===== src/rtl/uart_pkg.sv =====
// Shared FSM state encodings and counter-width helpers for the UART core.
// The PARITY states exist only when UART_PARITY_EN is defined.
package uart_pkg;

  typedef enum logic [2:0] {
    TX_IDLE,
    TX_START,
    TX_DATA,
`ifdef UART_PARITY_EN
    TX_PARITY,
`endif
    TX_STOP
  } tx_state_e;

  typedef enum logic [2:0] {
    RX_IDLE,
    RX_START,
    RX_DATA,
`ifdef UART_PARITY_EN
    RX_PARITY,
`endif
    RX_STOP
  } rx_state_e;

  function automatic int unsigned tick_cnt_w(input int unsigned oversample);
    return (oversample > 2) ? $clog2(oversample) : 1;
  endfunction

  function automatic int unsigned bit_cnt_w(input int unsigned data_bits);
    return $clog2(data_bits + 1);
  endfunction

  function automatic int unsigned div_cnt_w(input int unsigned clks);
    return (clks > 1) ? $clog2(clks) : 1;
  endfunction

endpackage


===== src/rtl/uart_baud_gen.sv =====
// Baud-tick divider: one-cycle tick every CLKS_PER_TICK clocks, shared by TX and RX.
module uart_baud_gen
  import uart_pkg::*;
#(
  parameter int unsigned CLKS_PER_TICK = 1
) (
  input  logic clk,
  input  logic rst_n,
  output logic tick_o
);

  localparam int unsigned DIV_W = div_cnt_w(CLKS_PER_TICK);
  localparam logic [DIV_W-1:0] RELOAD = DIV_W'(CLKS_PER_TICK - 1);

  logic [DIV_W-1:0] div_q;

  assign tick_o = (div_q == '0);

  always_ff @(posedge clk or negedge rst_n) begin
    if (!rst_n)      div_q <= RELOAD;
    else if (tick_o) div_q <= RELOAD;
    else             div_q <= div_q - DIV_W'(1);
  end

endmodule


===== src/rtl/uart_core.sv =====
// Full-duplex UART: LSB-first TX and RX FSMs sharing one baud-tick generator.
// Optional parity bit on both directions when UART_PARITY_EN is defined.
module uart_core
  import uart_pkg::*;
#(
  parameter int unsigned DATA_BITS     = 8,
  parameter int unsigned OVERSAMPLE    = 16,
  parameter int unsigned CLKS_PER_TICK = 1,
  parameter int unsigned STOP_BITS     = 1,
  parameter int unsigned PARITY_ODD    = 0
) (
  input  logic                 clk,
  input  logic                 rst_n,
  input  logic [DATA_BITS-1:0] tx_data,
  input  logic                 tx_valid,
  output logic                 tx_ready,
  output logic                 tx,
  output logic                 tx_busy,
  input  logic                 rx,
  output logic [DATA_BITS-1:0] rx_data,
  output logic                 rx_valid,
  input  logic                 rx_ready,
  output logic                 rx_frame_err,
  output logic                 rx_parity_err,
  output logic                 rx_overrun
);

  if (DATA_BITS < 5 || DATA_BITS > 9 || OVERSAMPLE < 4 || (OVERSAMPLE % 2) != 0 ||
      CLKS_PER_TICK < 1 || STOP_BITS < 1 || STOP_BITS > 2 || PARITY_ODD > 1) begin : g_bad_params
    $error("uart_core: illegal parameter value");
  end

  localparam int unsigned TICK_W = tick_cnt_w(OVERSAMPLE);
  localparam int unsigned BIT_W  = bit_cnt_w(DATA_BITS);
  localparam logic [TICK_W-1:0] TICK_LAST = TICK_W'(OVERSAMPLE - 1);
  localparam logic [TICK_W-1:0] HALF_LAST = TICK_W'(OVERSAMPLE / 2 - 1);
  localparam logic [BIT_W-1:0]  BIT_LAST  = BIT_W'(DATA_BITS - 1);
  localparam logic [BIT_W-1:0]  STOP_LAST = BIT_W'(STOP_BITS - 1);
`ifdef UART_PARITY_EN
  localparam logic PAR_ODD = 1'(PARITY_ODD);
`endif

  logic tick;

  uart_baud_gen #(.CLKS_PER_TICK(CLKS_PER_TICK)) u_baud_gen (
    .clk    (clk),
    .rst_n  (rst_n),
    .tick_o (tick)
  );

  // ---------------- transmitter ----------------
  tx_state_e            tx_state_q;
  logic                 tx_q, tx_ready_q;
  logic [DATA_BITS-1:0] tx_shift_q;
  logic [TICK_W-1:0]    tx_tick_q;
  logic [BIT_W-1:0]     tx_bit_q;
  logic                 tx_bit_end;
`ifdef UART_PARITY_EN
  logic                 tx_par_q;
`endif

  assign tx_bit_end = tick && (tx_tick_q == '0);

  always_ff @(posedge clk or negedge rst_n) begin
    if (!rst_n) begin
      tx_state_q <= TX_IDLE;
      tx_q       <= 1'b1;
      tx_ready_q <= 1'b1;
      tx_shift_q <= '0;
      tx_tick_q  <= '0;
      tx_bit_q   <= '0;
`ifdef UART_PARITY_EN
      tx_par_q   <= 1'b0;
`endif
    end else begin
      if (tick) tx_tick_q <= tx_bit_end ? TICK_LAST : tx_tick_q - TICK_W'(1);
      case (tx_state_q)
        TX_IDLE: begin
          if (tx_valid) begin
            // Restart the period counter so the start bit is a full bit period.
            tx_state_q <= TX_START;
            tx_q       <= 1'b0;
            tx_ready_q <= 1'b0;
            tx_shift_q <= tx_data;
            tx_tick_q  <= TICK_LAST;
`ifdef UART_PARITY_EN
            tx_par_q   <= (^tx_data) ^ PAR_ODD;
`endif
          end
        end
        TX_START: begin
          if (tx_bit_end) begin
            tx_state_q <= TX_DATA;
            tx_q       <= tx_shift_q[0];
            tx_shift_q <= tx_shift_q >> 1;
            tx_bit_q   <= BIT_LAST;
          end
        end
        TX_DATA: begin
          if (tx_bit_end) begin
            if (tx_bit_q == '0) begin
`ifdef UART_PARITY_EN
              tx_state_q <= TX_PARITY;
              tx_q       <= tx_par_q;
`else
              tx_state_q <= TX_STOP;
              tx_q       <= 1'b1;
              tx_bit_q   <= STOP_LAST;
`endif
            end else begin
              tx_q       <= tx_shift_q[0];
              tx_shift_q <= tx_shift_q >> 1;
              tx_bit_q   <= tx_bit_q - BIT_W'(1);
            end
          end
        end
`ifdef UART_PARITY_EN
        TX_PARITY: begin
          if (tx_bit_end) begin
            tx_state_q <= TX_STOP;
            tx_q       <= 1'b1;
            tx_bit_q   <= STOP_LAST;
          end
        end
`endif
        TX_STOP: begin
          if (tx_bit_end) begin
            if (tx_bit_q == '0) begin
              tx_state_q <= TX_IDLE;
              tx_ready_q <= 1'b1;
            end else begin
              tx_bit_q <= tx_bit_q - BIT_W'(1);
            end
          end
        end
        default: begin
          tx_state_q <= TX_IDLE;
          tx_q       <= 1'b1;
          tx_ready_q <= 1'b1;
        end
      endcase
    end
  end

  assign tx       = tx_q;
  assign tx_ready = tx_ready_q;
  assign tx_busy  = ~tx_ready_q;

  // ---------------- receiver ----------------
  logic                 rx_meta_q, rx_sync_q;
  rx_state_e            rx_state_q;
  logic                 rx_armed_q;
  logic [DATA_BITS-1:0] rx_shift_q, rx_data_q;
  logic [TICK_W-1:0]    rx_tick_q;
  logic [BIT_W-1:0]     rx_bit_q;
  logic                 rx_valid_q, rx_frame_err_q, rx_overrun_q;
  logic                 rx_bit_end;
`ifdef UART_PARITY_EN
  logic                 rx_par_pend_q, rx_parity_err_q;
`endif

  always_ff @(posedge clk or negedge rst_n) begin
    if (!rst_n) begin
      rx_meta_q <= 1'b1;
      rx_sync_q <= 1'b1;
    end else begin
      rx_meta_q <= rx;
      rx_sync_q <= rx_meta_q;
    end
  end

  assign rx_bit_end = tick && (rx_tick_q == '0);

  always_ff @(posedge clk or negedge rst_n) begin
    if (!rst_n) begin
      rx_state_q      <= RX_IDLE;
      rx_armed_q      <= 1'b0;
      rx_shift_q      <= '0;
      rx_data_q       <= '0;
      rx_tick_q       <= '0;
      rx_bit_q        <= '0;
      rx_valid_q      <= 1'b0;
      rx_frame_err_q  <= 1'b0;
      rx_overrun_q    <= 1'b0;
`ifdef UART_PARITY_EN
      rx_par_pend_q   <= 1'b0;
      rx_parity_err_q <= 1'b0;
`endif
    end else begin
      rx_overrun_q <= 1'b0;
      if (rx_valid_q && rx_ready) rx_valid_q <= 1'b0;
      if (tick) rx_tick_q <= rx_bit_end ? TICK_LAST : rx_tick_q - TICK_W'(1);
      case (rx_state_q)
        RX_IDLE: begin
          // Armed only after a high level, so a held-low line cannot retrigger.
          rx_armed_q <= rx_sync_q;
          if (rx_armed_q && !rx_sync_q) begin
            rx_state_q <= RX_START;
            rx_tick_q  <= HALF_LAST;
          end
        end
        RX_START: begin
          if (rx_bit_end) begin
            if (rx_sync_q) begin
              rx_state_q <= RX_IDLE;
              rx_armed_q <= 1'b1;
            end else begin
              rx_state_q <= RX_DATA;
              rx_bit_q   <= BIT_LAST;
            end
          end
        end
        RX_DATA: begin
          if (rx_bit_end) begin
            rx_shift_q <= {rx_sync_q, rx_shift_q[DATA_BITS-1:1]};
            if (rx_bit_q == '0) begin
`ifdef UART_PARITY_EN
              rx_state_q <= RX_PARITY;
`else
              rx_state_q <= RX_STOP;
`endif
            end else begin
              rx_bit_q <= rx_bit_q - BIT_W'(1);
            end
          end
        end
`ifdef UART_PARITY_EN
        RX_PARITY: begin
          if (rx_bit_end) begin
            rx_state_q    <= RX_STOP;
            rx_par_pend_q <= ((^rx_shift_q) ^ rx_sync_q) != PAR_ODD;
          end
        end
`endif
        RX_STOP: begin
          if (rx_bit_end) begin
            rx_state_q <= RX_IDLE;
            rx_armed_q <= rx_sync_q;
            if (!rx_valid_q || rx_ready) begin
              rx_valid_q      <= 1'b1;
              rx_data_q       <= rx_shift_q;
              rx_frame_err_q  <= ~rx_sync_q;
`ifdef UART_PARITY_EN
              rx_parity_err_q <= rx_par_pend_q;
`endif
            end else begin
              rx_overrun_q <= 1'b1;
            end
          end
        end
        default: rx_state_q <= RX_IDLE;
      endcase
    end
  end

  assign rx_data      = rx_data_q;
  assign rx_valid     = rx_valid_q;
  assign rx_frame_err = rx_frame_err_q;
  assign rx_overrun   = rx_overrun_q;
`ifdef UART_PARITY_EN
  assign rx_parity_err = rx_parity_err_q;
`else
  assign rx_parity_err = 1'b0;
`endif

endmodule


===== config.mk =====
export PLATFORM = sky130hd
export DESIGN_NAME = uart_core
export DESIGN_NICKNAME = d
export VERILOG_FILES = /design/src/rtl/uart_pkg.sv /design/src/rtl/uart_baud_gen.sv /design/src/rtl/uart_core.sv
export SDC_FILE = /design/constraint.sdc
export NUM_CORES = 1
export LEC_CHECK = 0
export ABC_AREA = 0
export BUFFER_PORTS_ARGS = -buffer_cell sky130_fd_sc_hd__buf_2
export CAP_MARGIN = 20
export CORE_MARGIN = 10
export CORE_UTILIZATION = 41
export DETAILED_ROUTE_END_ITERATION = 6
export PLACE_DENSITY_LB_ADDON = 0.2
export SYNTH_ARGS = -nofsm -noshare
export SYNTH_HDL_FRONTEND = slang
export SYNTH_SLANG_ARGS = --single-unit

===== constraint.sdc =====
create_clock -name clk -period 4.6 [get_ports clk]
set_input_delay 0.23 -clock clk [delete_from_list [all_inputs] [get_ports clk]]
set_output_delay 0.23 -clock clk [all_outputs]
set_load 0.05 [all_outputs]

**Word level (Yosys, flattened, before mapping)**

Index checks and enable logic that the tools add are counted.

- Flip-flop bits (word level): 55
- Output and inout port bits: 15
- Logic and storage cells: 136

- Add/subtract/negate cells: 5
- Equality and inequality tests: 22
- Muxes and demuxes: 58
- Bitwise logic cells: 5
- Reduce and logical (&&, ||, !) cells: 28

Operators by type and width:

| cell | number |
|---|---|
| $mux W4 | 17 |
| $mux W3 | 11 |
| $mux W8 | 4 |
| $ne A2 B2 Y1 const B | 16 |
| $pmux W3 S4 | 2 |
| $pmux W8 S3 | 1 |
| $reduce_and A5 Y1 | 4 |
| $mux W1 | 17 |
| $logic_not A4 Y1 | 4 |
| $sub A4 B1 Y4 const B | 4 |
| $eq A3 B2 Y1 const B | 4 |
| $pmux W4 S3 | 1 |
| $reduce_and A4 Y1 | 3 |
| $reduce_bool A3 Y1 | 3 |
| $pmux W4 S2 | 1 |
| $eq A3 B1 Y1 const B | 2 |
| $logic_not A3 Y1 | 2 |
| $pmux W1 S3 | 2 |
| $reduce_and A6 Y1 | 1 |
| $not A1 Y1 | 5 |
| $logic_and A1 B1 Y1 | 4 |
| $pmux W1 S4 | 1 |
| $reduce_and A3 Y1 | 1 |
| $logic_not A1 Y1 | 2 |
| 6 further kinds | 6 |

**Depth between registers and ports, before layout**

Gate-level depths: netlist (run 1).

- Depth after elaboration: 6
- Gate-level depth with buffers: 7
- Gate-level depth less buffers: 6

**Modules after synthesis**

From an unflattened synthesis (run 1), not the netlist that was laid out.

- Cells, all modules: 223
- Area, all modules: 2610.0 um^2

Modules (own cells, without submodules):

| module | times used | cells an instance | area each (um^2) | seq. area each (um^2) |
|---|---|---|---|---|
| uart_core | 1 | 221 | 2598.7 | 1306.3 |
| uart_baud_gen | 1 | 2 | 11.3 | 0.0 |

**Worst setup path after synthesis (run 1)**

No wires, ideal clock.

- Kind: reg-to-reg
- From: reg rx_tick_q[0]
- To: reg rx_data_q[0] (netlist: rx_data[0])
- Library setup time: 0.125 ns
- Arrival: 1.768 ns
- Setup slack: 2.707 ns
- Stages on the path, launching flop included: 8
- Path buffers: 1
- Cells stage by stage: dfrtp_1 inv_1 ha_1 nor3b_2 nand3_1 nor2b_1 buf_2 mux2_2

- Cells in the longest elaborated chain, start to end: 3

Ends and longest elaborated chain:

| element | RTL line | text |
|---|---|---|
| from (decl) | uart_core.sv:154 | `logic [TICK_W-1:0] rx_tick_q;` |
| from (signal assigned) | uart_core.sv:192 | `if (tick) rx_tick_q <= rx_bit_end ? TICK_LAST : rx_tick_q - TICK_W'(1);` |
| $logic_not A4 Y1 | uart_core.sv:172 | `assign rx_bit_end = tick && (rx_tick_q == '0);` |
| $logic_and A1 B1 Y1 | uart_core.sv:172 |  |
| $reduce_and A3 Y1 (no source line) | n/a |  |
| to (signal assigned) | uart_core.sv:241 | `rx_data_q <= rx_shift_q;` |
| to (decl) | uart_core.sv:153 | `logic [DATA_BITS-1:0] rx_shift_q, rx_data_q;` |

No other way between the ends.
A chain may end at the register's enable or synchronous reset.

**Worst setup path after layout (run 1)**

Same ends and word-level chain as after synthesis.

==> metrics.md, run 1 <==
| Metric | Value |
|---|---|
| GR Layer Usage met1 | `0.116` |
| Number of synthesized flops with an enable pin | `0` |
| Power share of the combinational group | `0.195` |
| Total buffers and inverters traversed by the critical path | `1` |
| Number of vias per cell | `5.16` |
| Horizontal die dimension | `98.3 µm` |
| Total negative slack for setup checks | `0 ns` |
| Site Rows | `28` |
| Chip height | `98.3 µm` |
| Share of layout cells above drive strength 1 | `0.331` |
| Number of clock buffers inserted by TritonCTS | `5` |
| Remaining antenna violation count | `0` |
| Final Net Count | `264` |
| CP max stage cell | `nor2b_1` |
| 1st-pass router iterations | `4` |
| Total number of vias | `1635` |
| Endpoints failing setup | `0` |
| Initial DRC Count | `77` |
| Post-Route WL | `4.36 mm` |
| Routed length per instance | `13.7 µm` |
| Maximum fanout along the worst path | `9` |
| Core footprint | `0.00596 mm²` |
| Total of buffers placed on input and output ports | `26` |
| Count of cells resized by post-cts repair | `0` |
| Number of diodes added for antenna fixing | `0` |
| CTS clock-pin slew for the worst setup and hold paths | `0.10 ns` |
| Number of global-route vias before repair | `1586` |
| P&R area growth vs syn | `12.7%` |
| Die Area | `0.00967 mm²` |
| Num ports | `28` |
| Total congestion overflow after global routing | `0` |
| Routing usage on met2 | `0.138` |
| Status | `finished clean` |
| Overall track demand over capacity in global routing | `0.0904` |
| Utilization after layout | `0.476` |
| H-tree lvl count | `2` |
| Critical path startpoint category | `register` |
| Setup slack of the worst register-to-register path | `2.16 ns` |
| Setup repair after global routing missed its margin | `no` |
| Mean Syn Cell Area | `11.9 µm²` |
| Number of max-cap violations | `0` |
| Most used flip-flop cell after synthesis | `dfrtp_1` |
| Highest cell delay on the worst timing path | `0.64 ns` |
| Measured slew at the worst slew-check pin | `0.773 ns` |
| Leakage dissipation | `1.38 nW` |
| Register area share after synthesis | `0.519` |
| Data arrival time of the worst path | `2.64 ns` |
| Fraction of synthesis flops using an asynchronous set or reset pin | `1.00` |
| Worst hold path type | `in -> async` |
| Type of the worst setup path | `reg -> reg` |
| Final Hold Vio Count | `0` |
| Clock sink total | `52` |
| Maximum number of pins on one net before global-route repair | `53` |
| Grt met3 use | `0.0261` |
| Number of setup buffers added after CTS | `0` |
| Cell Area, Synth | `0.00251 mm²` |
| Number of warnings printed during yosys synthesis | `0` |
| Distinct cells, synth | `44` |
| Synthesized netlist net count | `235` |
| Internal | `0.000774 W` |
| VDD IR-drop max | `0.167 mV` |
| Antenna violations before repair | `0` |
| Area of the multi-input gates | `0.00111 mm²` |
| Highest attainable clock frequency | `409 MHz` |
| Total half-perimeter wirelength after legalization and detailed placement | `3.06 mm` |
| Net switching power figure | `0.000330 W` |
| Area taken by flip-flops and latches | `0.00131 mm²` |
| Portion of total power attributed to sequential cells | `0.515` |
| Gate family responsible for the most delay along the worst path | `simple AND/OR/NAND/NOR gates` |
| Crit. End Element | `register` |
| Shortest clock period the worst path allows after layout | `2.44 ns` |
| Largest clock skew in the final design | `0.00491 ns` |
| Sw Ratio | `0.299` |
| Cells after Synth | `212` |
| Number of fill cells | `545` |
| Post-route fraction of the period consumed by the critical path | `0.531` |
| Root buffer cell | `clkbuf_8` |
| First-pass GRT wire length | `7.40 mm` |
| Clock tree from TritonCTS | `built` |
| Cell-by-cell trace of the critical path | `inv_1, ha_1, nor3b_2, nand3_1, nor2b_1, mux2_2` |
| Max Transition Viols Final | `0` |
| GR peak layer | `met2` |
| Total DRC errors in the routed layout | `0` |
| Relative slew margins | `0.484` |
| Latest clock arrival within the worst-skew pair | `0.30 ns` |
| Initial standard-cell utilization of the core | `0.422` |
| Clock share of power | `0.290` |
| Maximum number of buffers from clock root to sink | `2` |
| Routability-driven placement congestion ratio | `0.774` |
| Areal power density over the cells | `389 mW/mm²` |
| #FFs+latches synth | `52` |
| Required arrival time at the worst endpoint | `4.80 ns` |
[cell usage in the layout, fill, tap and decap left out, drive strengths merged, types with 3 or more instances in the layout]
master  Yosys  routed
o21ai       8       8
nor2        4       4
nor3b       3       3
dfstp       4       4
nor2b       5       5
nand2      18      18
inv        16      17
a22o        6       6
ha         10      10
buf         4      27
a21oi      10      10
clkbuf      2       5
mux2       35      35
nand3       5       5
dfrtp      48      48
o22ai       5       5
[area by class of cell]
class | count | share of cell area
clock buffers | 5 | 0.0243
multi-input cells | 138 | 0.392
repair buffers | 28 | 0.0521
flip-flops and latches | 52 | 0.461
well taps | 75 | 0.0331
inverters | 16 | 0.0212
clock inverters | 3 | 0.0163
[metrics by stage]
stage                     instance area (µm²)  total power (W)  hold slack (ns)  cells  setup slack, ns
final                                    2840          0.00110           0.0228    317             2.16
after global routing                     2840          0.00118           0.0720    317             1.92
after CTS                                2840          0.00112           0.0472    317             2.13
after detailed placement                 2710         0.000793            0.337    308             2.16
after global placement                   2710         0.000791            0.335    308             2.22
after floorplan                          2510         0.000735          -0.0656    212             2.71
[sequential cells by signal, indices dropped and copies added, names as in the netlist]
signal        cells
rx_armed_q        1
rx_bit_q          4
rx_data           8
rx_frame_err      1
rx_meta_q         1
rx_overrun        1
rx_shift_q        8
rx_state_q        2
rx_sync_q         1
rx_tick_q         4
rx_valid          1
tx                1
tx_bit_q          4
tx_ready          1
tx_shift_q        8
tx_state_q        2
tx_tick_q         4
[power by group through the flow]
stage / Sequential, W / Clock (W) / Combinational (W)
finish: 0.000568 / 0.000320 / 0.000215
global route: 0.000578 / 0.000351 / 0.000251
CTS: 0.000568 / 0.000336 / 0.000219
detailed placement: 0.000577 / 0 / 0.000216
global placement: 0.000576 / 0 / 0.000215
floorplan: 0.000580 / 0 / 0.000155
[Yosys cell counts, types with 2 or more instances]
cell	n	area share
dfrtp_1	48	0.48
nor2_1	4	0.0060
dfstp_2	4	0.042
nor2b_1	5	0.012
o211ai_1	2	0.0060
nor3b_1	2	0.0060
inv_1	16	0.024
nand2b_1	2	0.0050
a22o_1	6	0.021
nor3_1	2	0.0040
mux2i_1	2	0.0080
a22oi_1	2	0.0060
nand3_1	5	0.0099
ha_1	10	0.050
buf_2	2	0.0040
or3_1	2	0.0050
o22ai_1	5	0.012
clkbuf_1	2	0.0030
mux2_2	35	0.16
a21oi_1	8	0.016
o21ai_0	7	0.014
xnor2_1	2	0.0070
nand2_1	18	0.027
[routing by layer]
layer,vias to the layer above,share of wire
li1,812,-
met1,799,0.49
met2,18,0.46
met3,6,0.031
met4,0,0.017
met5,-,0
[path summary, 6_finish.rpt]
kind,from,endpoint,cells past startpoint
max,rx_tick_q[0]$_DFF_PN0_,rx_data[0]$_DFFE_PN0P_,6
min,rst_n,tx_shift_q[5]$_DFFE_PN0P_,2
max reg2reg,rx_tick_q[0]$_DFF_PN0_,rx_data[0]$_DFFE_PN0P_,6
min reg2reg,rx_meta_q$_DFF_PN1_,rx_sync_q$_DFF_PN1_,0
max in group asynchronous,rst_n,tx_bit_q[0]$_DFFE_PN0P_,2
min in group clk,rx_ready,rx_valid$_DFF_PN0_,3
[what timing repair did]
| action | CTS | global route |
|---|---|---|
| hold buffers | 1 | 0 |
| endpoints found under the hold margin | 1 | 0 |
| endpoints found under the setup margin | 0 | 0 |
[cells by family (layout without fill, tap and decap cells)]
group / Yosys count / in the layout / synth area share
AOI/OAI and AO/OA: 41 / 41 / 0.121
xor gates and xnor gates: 2 / 2 / 0.00697
adders and majority gates: 10 / 10 / 0.0498
buffers and inverters: 22 / 52 / 0.0383
DFF: 52 / 52 / 0.519
muxes: 37 / 37 / 0.165
other: 1 / 1 / 0.00149
and+or+nand+nor: 47 / 47 / 0.0985
No activity file was read; power rests on OpenSTA's default activity.
==> run 2, diff against run 1 <==
- clock period: 4.6 -> 2.5 ns (I/O delays scaled with it)
==> metrics.md, run 2 (synthesis results as in run 1) <==
| Metric | Value |
|---|---|
| Endpoints failing setup | `0 (unchanged)` |
| First-pass GRT wire length | `7.94 mm (was 7.40 mm)` |
| Status | `finished clean (unchanged)` |
| Utilization after layout | `0.478 (was 0.476)` |
| Latest clock arrival within the worst-skew pair | `0.31 ns (was 0.30 ns)` |
| Remaining antenna violation count | `0 (unchanged)` |
| Routed length per instance | `13.8 µm (was 13.7 µm)` |
| Relative slew margins | `0.593 (was 0.484)` |
| Final Net Count | `269 (was 264)` |
| Areal power density over the cells | `677 mW/mm² (was 389 mW/mm²)` |
| Setup repair after global routing missed its margin | `no (unchanged)` |
| Number of max-cap violations | `0 (unchanged)` |
| Site Rows | `28 (unchanged)` |
| Total congestion overflow after global routing | `0 (unchanged)` |
| Antenna violations before repair | `0 (unchanged)` |
| Horizontal die dimension | `98.3 µm (unchanged)` |
| Critical path startpoint category | `register (unchanged)` |
| Number of diodes added for antenna fixing | `0 (unchanged)` |
| Total of buffers placed on input and output ports | `26 (unchanged)` |
| P&R area growth vs syn | `13.2% (was 12.7%)` |
| CP max stage cell | `or3b_1 (was nor2b_1)` |
| Total half-perimeter wirelength after legalization and detailed placement | `3.31 mm (was 3.06 mm)` |
| Cell-by-cell trace of the critical path | `inv_1, ha_1, or3b_1, a21oi_4, o311ai_4, mux2_2 (was inv_1, ha_1, nor3b_2, nand3_1, nor2b_1, mux2_2)` |
| Number of global-route vias before repair | `1778 (was 1586)` |
| Clock tree from TritonCTS | `built (unchanged)` |
| Number of vias per cell | `5.10 (was 5.16)` |
| Post-placement cell count | `312 (was 308)` |
| Count of cells resized by post-cts repair | `0 (unchanged)` |
| Type of the worst setup path | `reg -> reg (unchanged)` |
| Final Hold Vio Count | `0 (unchanged)` |
| Initial DRC Count | `77 (unchanged)` |
| VDD IR-drop max | `0.468 mV (was 0.167 mV)` |
| Number of fill cells | `577 (was 545)` |
| Measured slew at the worst slew-check pin | `0.611 ns (was 0.773 ns)` |
| Post-route fraction of the period consumed by the critical path | `0.831 (was 0.531)` |
| Data arrival time of the worst path | `2.27 ns (was 2.64 ns)` |
| Num ports | `28 (unchanged)` |
| Maximum fanout along the worst path | `8 (was 9)` |
| Total negative slack for setup checks | `0 ns (unchanged)` |
| Leakage dissipation | `1.39 nW (was 1.38 nW)` |
| H-tree lvl count | `2 (unchanged)` |
| Highest-count cells in the layout ignoring fill and taps | `48 x dfrtp_1, 35 x mux2_2, 26 x buf_2 (unchanged)` |
| Chip height | `98.3 µm (unchanged)` |
| Highest cell delay on the worst timing path | `0.52 ns (was 0.64 ns)` |
| Maximum number of buffers from clock root to sink | `2 (unchanged)` |
| Number of clock buffers inserted by TritonCTS | `5 (unchanged)` |
| Clock sink total | `52 (unchanged)` |
| Largest clock skew in the final design | `0.0132 ns (was 0.00491 ns)` |
| Cell count of the worst hold path | `3` |
| CTS clock-pin slew for the worst setup and hold paths | `0.10 ns (about the same)` |
| Shortest clock period the worst path allows after layout | `2.08 ns (was 2.44 ns)` |
| Post-Route WL | `4.44 mm (was 4.36 mm)` |
| Most common cell after layout, fill and taps aside | `dfrtp_1 (unchanged)` |
| Routability-driven placement congestion ratio | `0.787 (was 0.774)` |
| Final worst hold slack | `0.105 ns (was 0.0228 ns)` |
| Highest attainable clock frequency | `481 MHz (was 409 MHz)` |
| Max Transition Viols Final | `0 (unchanged)` |
| Post-route non-filler standard cell count | `322 (was 317)` |
| Total number of vias | `1643 (was 1635)` |
| Initial standard-cell utilization of the core | `0.422 (unchanged)` |
| Share of layout cells above drive strength 1 | `0.336 (was 0.331)` |
| Required arrival time at the worst endpoint | `2.69 ns (was 4.80 ns)` |
| Worst hold path type | `in -> reg (was in -> async)` |
| Maximum number of pins on one net before global-route repair | `29 (was 53)` |
| Crit. End Element | `register (unchanged)` |
| Die Area | `0.00967 mm² (unchanged)` |
| Root buffer cell | `clkbuf_8 (unchanged)` |
| 1st-pass router iterations | `4 (unchanged)` |
| Core footprint | `0.00596 mm² (unchanged)` |
| Worst Reg2Reg Path Length in Cells | `6 (unchanged)` |
| Overall track demand over capacity in global routing | `0.0955 (was 0.0904)` |
| Total DRC errors in the routed layout | `0 (unchanged)` |
[run 2: critical path, delay by kind of cell (launching register included)]
family / cells / cell delay [ns]
simple gates: 1 / 0.52
fa+ha+maj: 1 / 0.19
compound gates: 2 / 0.44
buf+inv: 1 / 0.07
flops: 1 / 0.43
mux: 1 / 0.32
[run 2: final cells by class]
type	count	area (µm²)	share of cell area
sequential	52	1310	0.459
multi-input combinational	138	1110	0.391
timing repair buffer	33	188	0.0659
tap	75	93.8	0.0330
clock buffer	6	72.6	0.0255
inverter	16	60.1	0.0211
clock inverter	2	13.8	0.00484
[run 2: per-stage QoR]
step                      setup slack [ns]  total power, W  instance area [µm²]
after floorplan                      0.607         0.00135                 2510
after global placement               0.487         0.00146                 2740
after detailed placement             0.442         0.00147                 2740
after CTS                            0.423         0.00196                 2850
after global routing                 0.278         0.00207                 2850
final                                0.423         0.00193                 2850
[run 2: what timing repair did]
action                                 4_1_cts  5_1_grt
endpoints found under the hold margin       25        0
buffers inserted                             0        0
hold buffers                                 2        0
[run 2: final timing paths]
check,start,end,slack (ns)
worst max-delay path,tx_tick_q[0]$_DFF_PN0_,tx_shift_q[1]$_DFFE_PN0P_,0.42
worst min-delay path,rx_ready,rx_overrun$_DFF_PN0_,0.10
worst max register to register,tx_tick_q[0]$_DFF_PN0_,tx_shift_q[1]$_DFFE_PN0P_,0.42
worst min register to register,rx_meta_q$_DFF_PN1_,rx_sync_q$_DFF_PN1_,0.37
max in group asynchronous,rst_n,rx_sync_q$_DFF_PN1_,1.45
min in group asynchronous,rst_n,tx_tick_q[0]$_DFF_PN0_,0.36
[run 2: report_power, final]
part	switching, W	internal [W]
combinational	0.000224	0.000182
sequential	0.0000977	0.000947
clock	0.000277	0.000200
[run 2: layer usage]
metal / global-route usage / vias up / part of all wire
met3: 0.0240 / 8 / 0.029
li1: - / 811 / -
met2: 0.153 / 19 / 0.47
met4: 0.0430 / 0 / 0.020
met5: 0 / - / 0
met1: 0.118 / 805 / 0.48
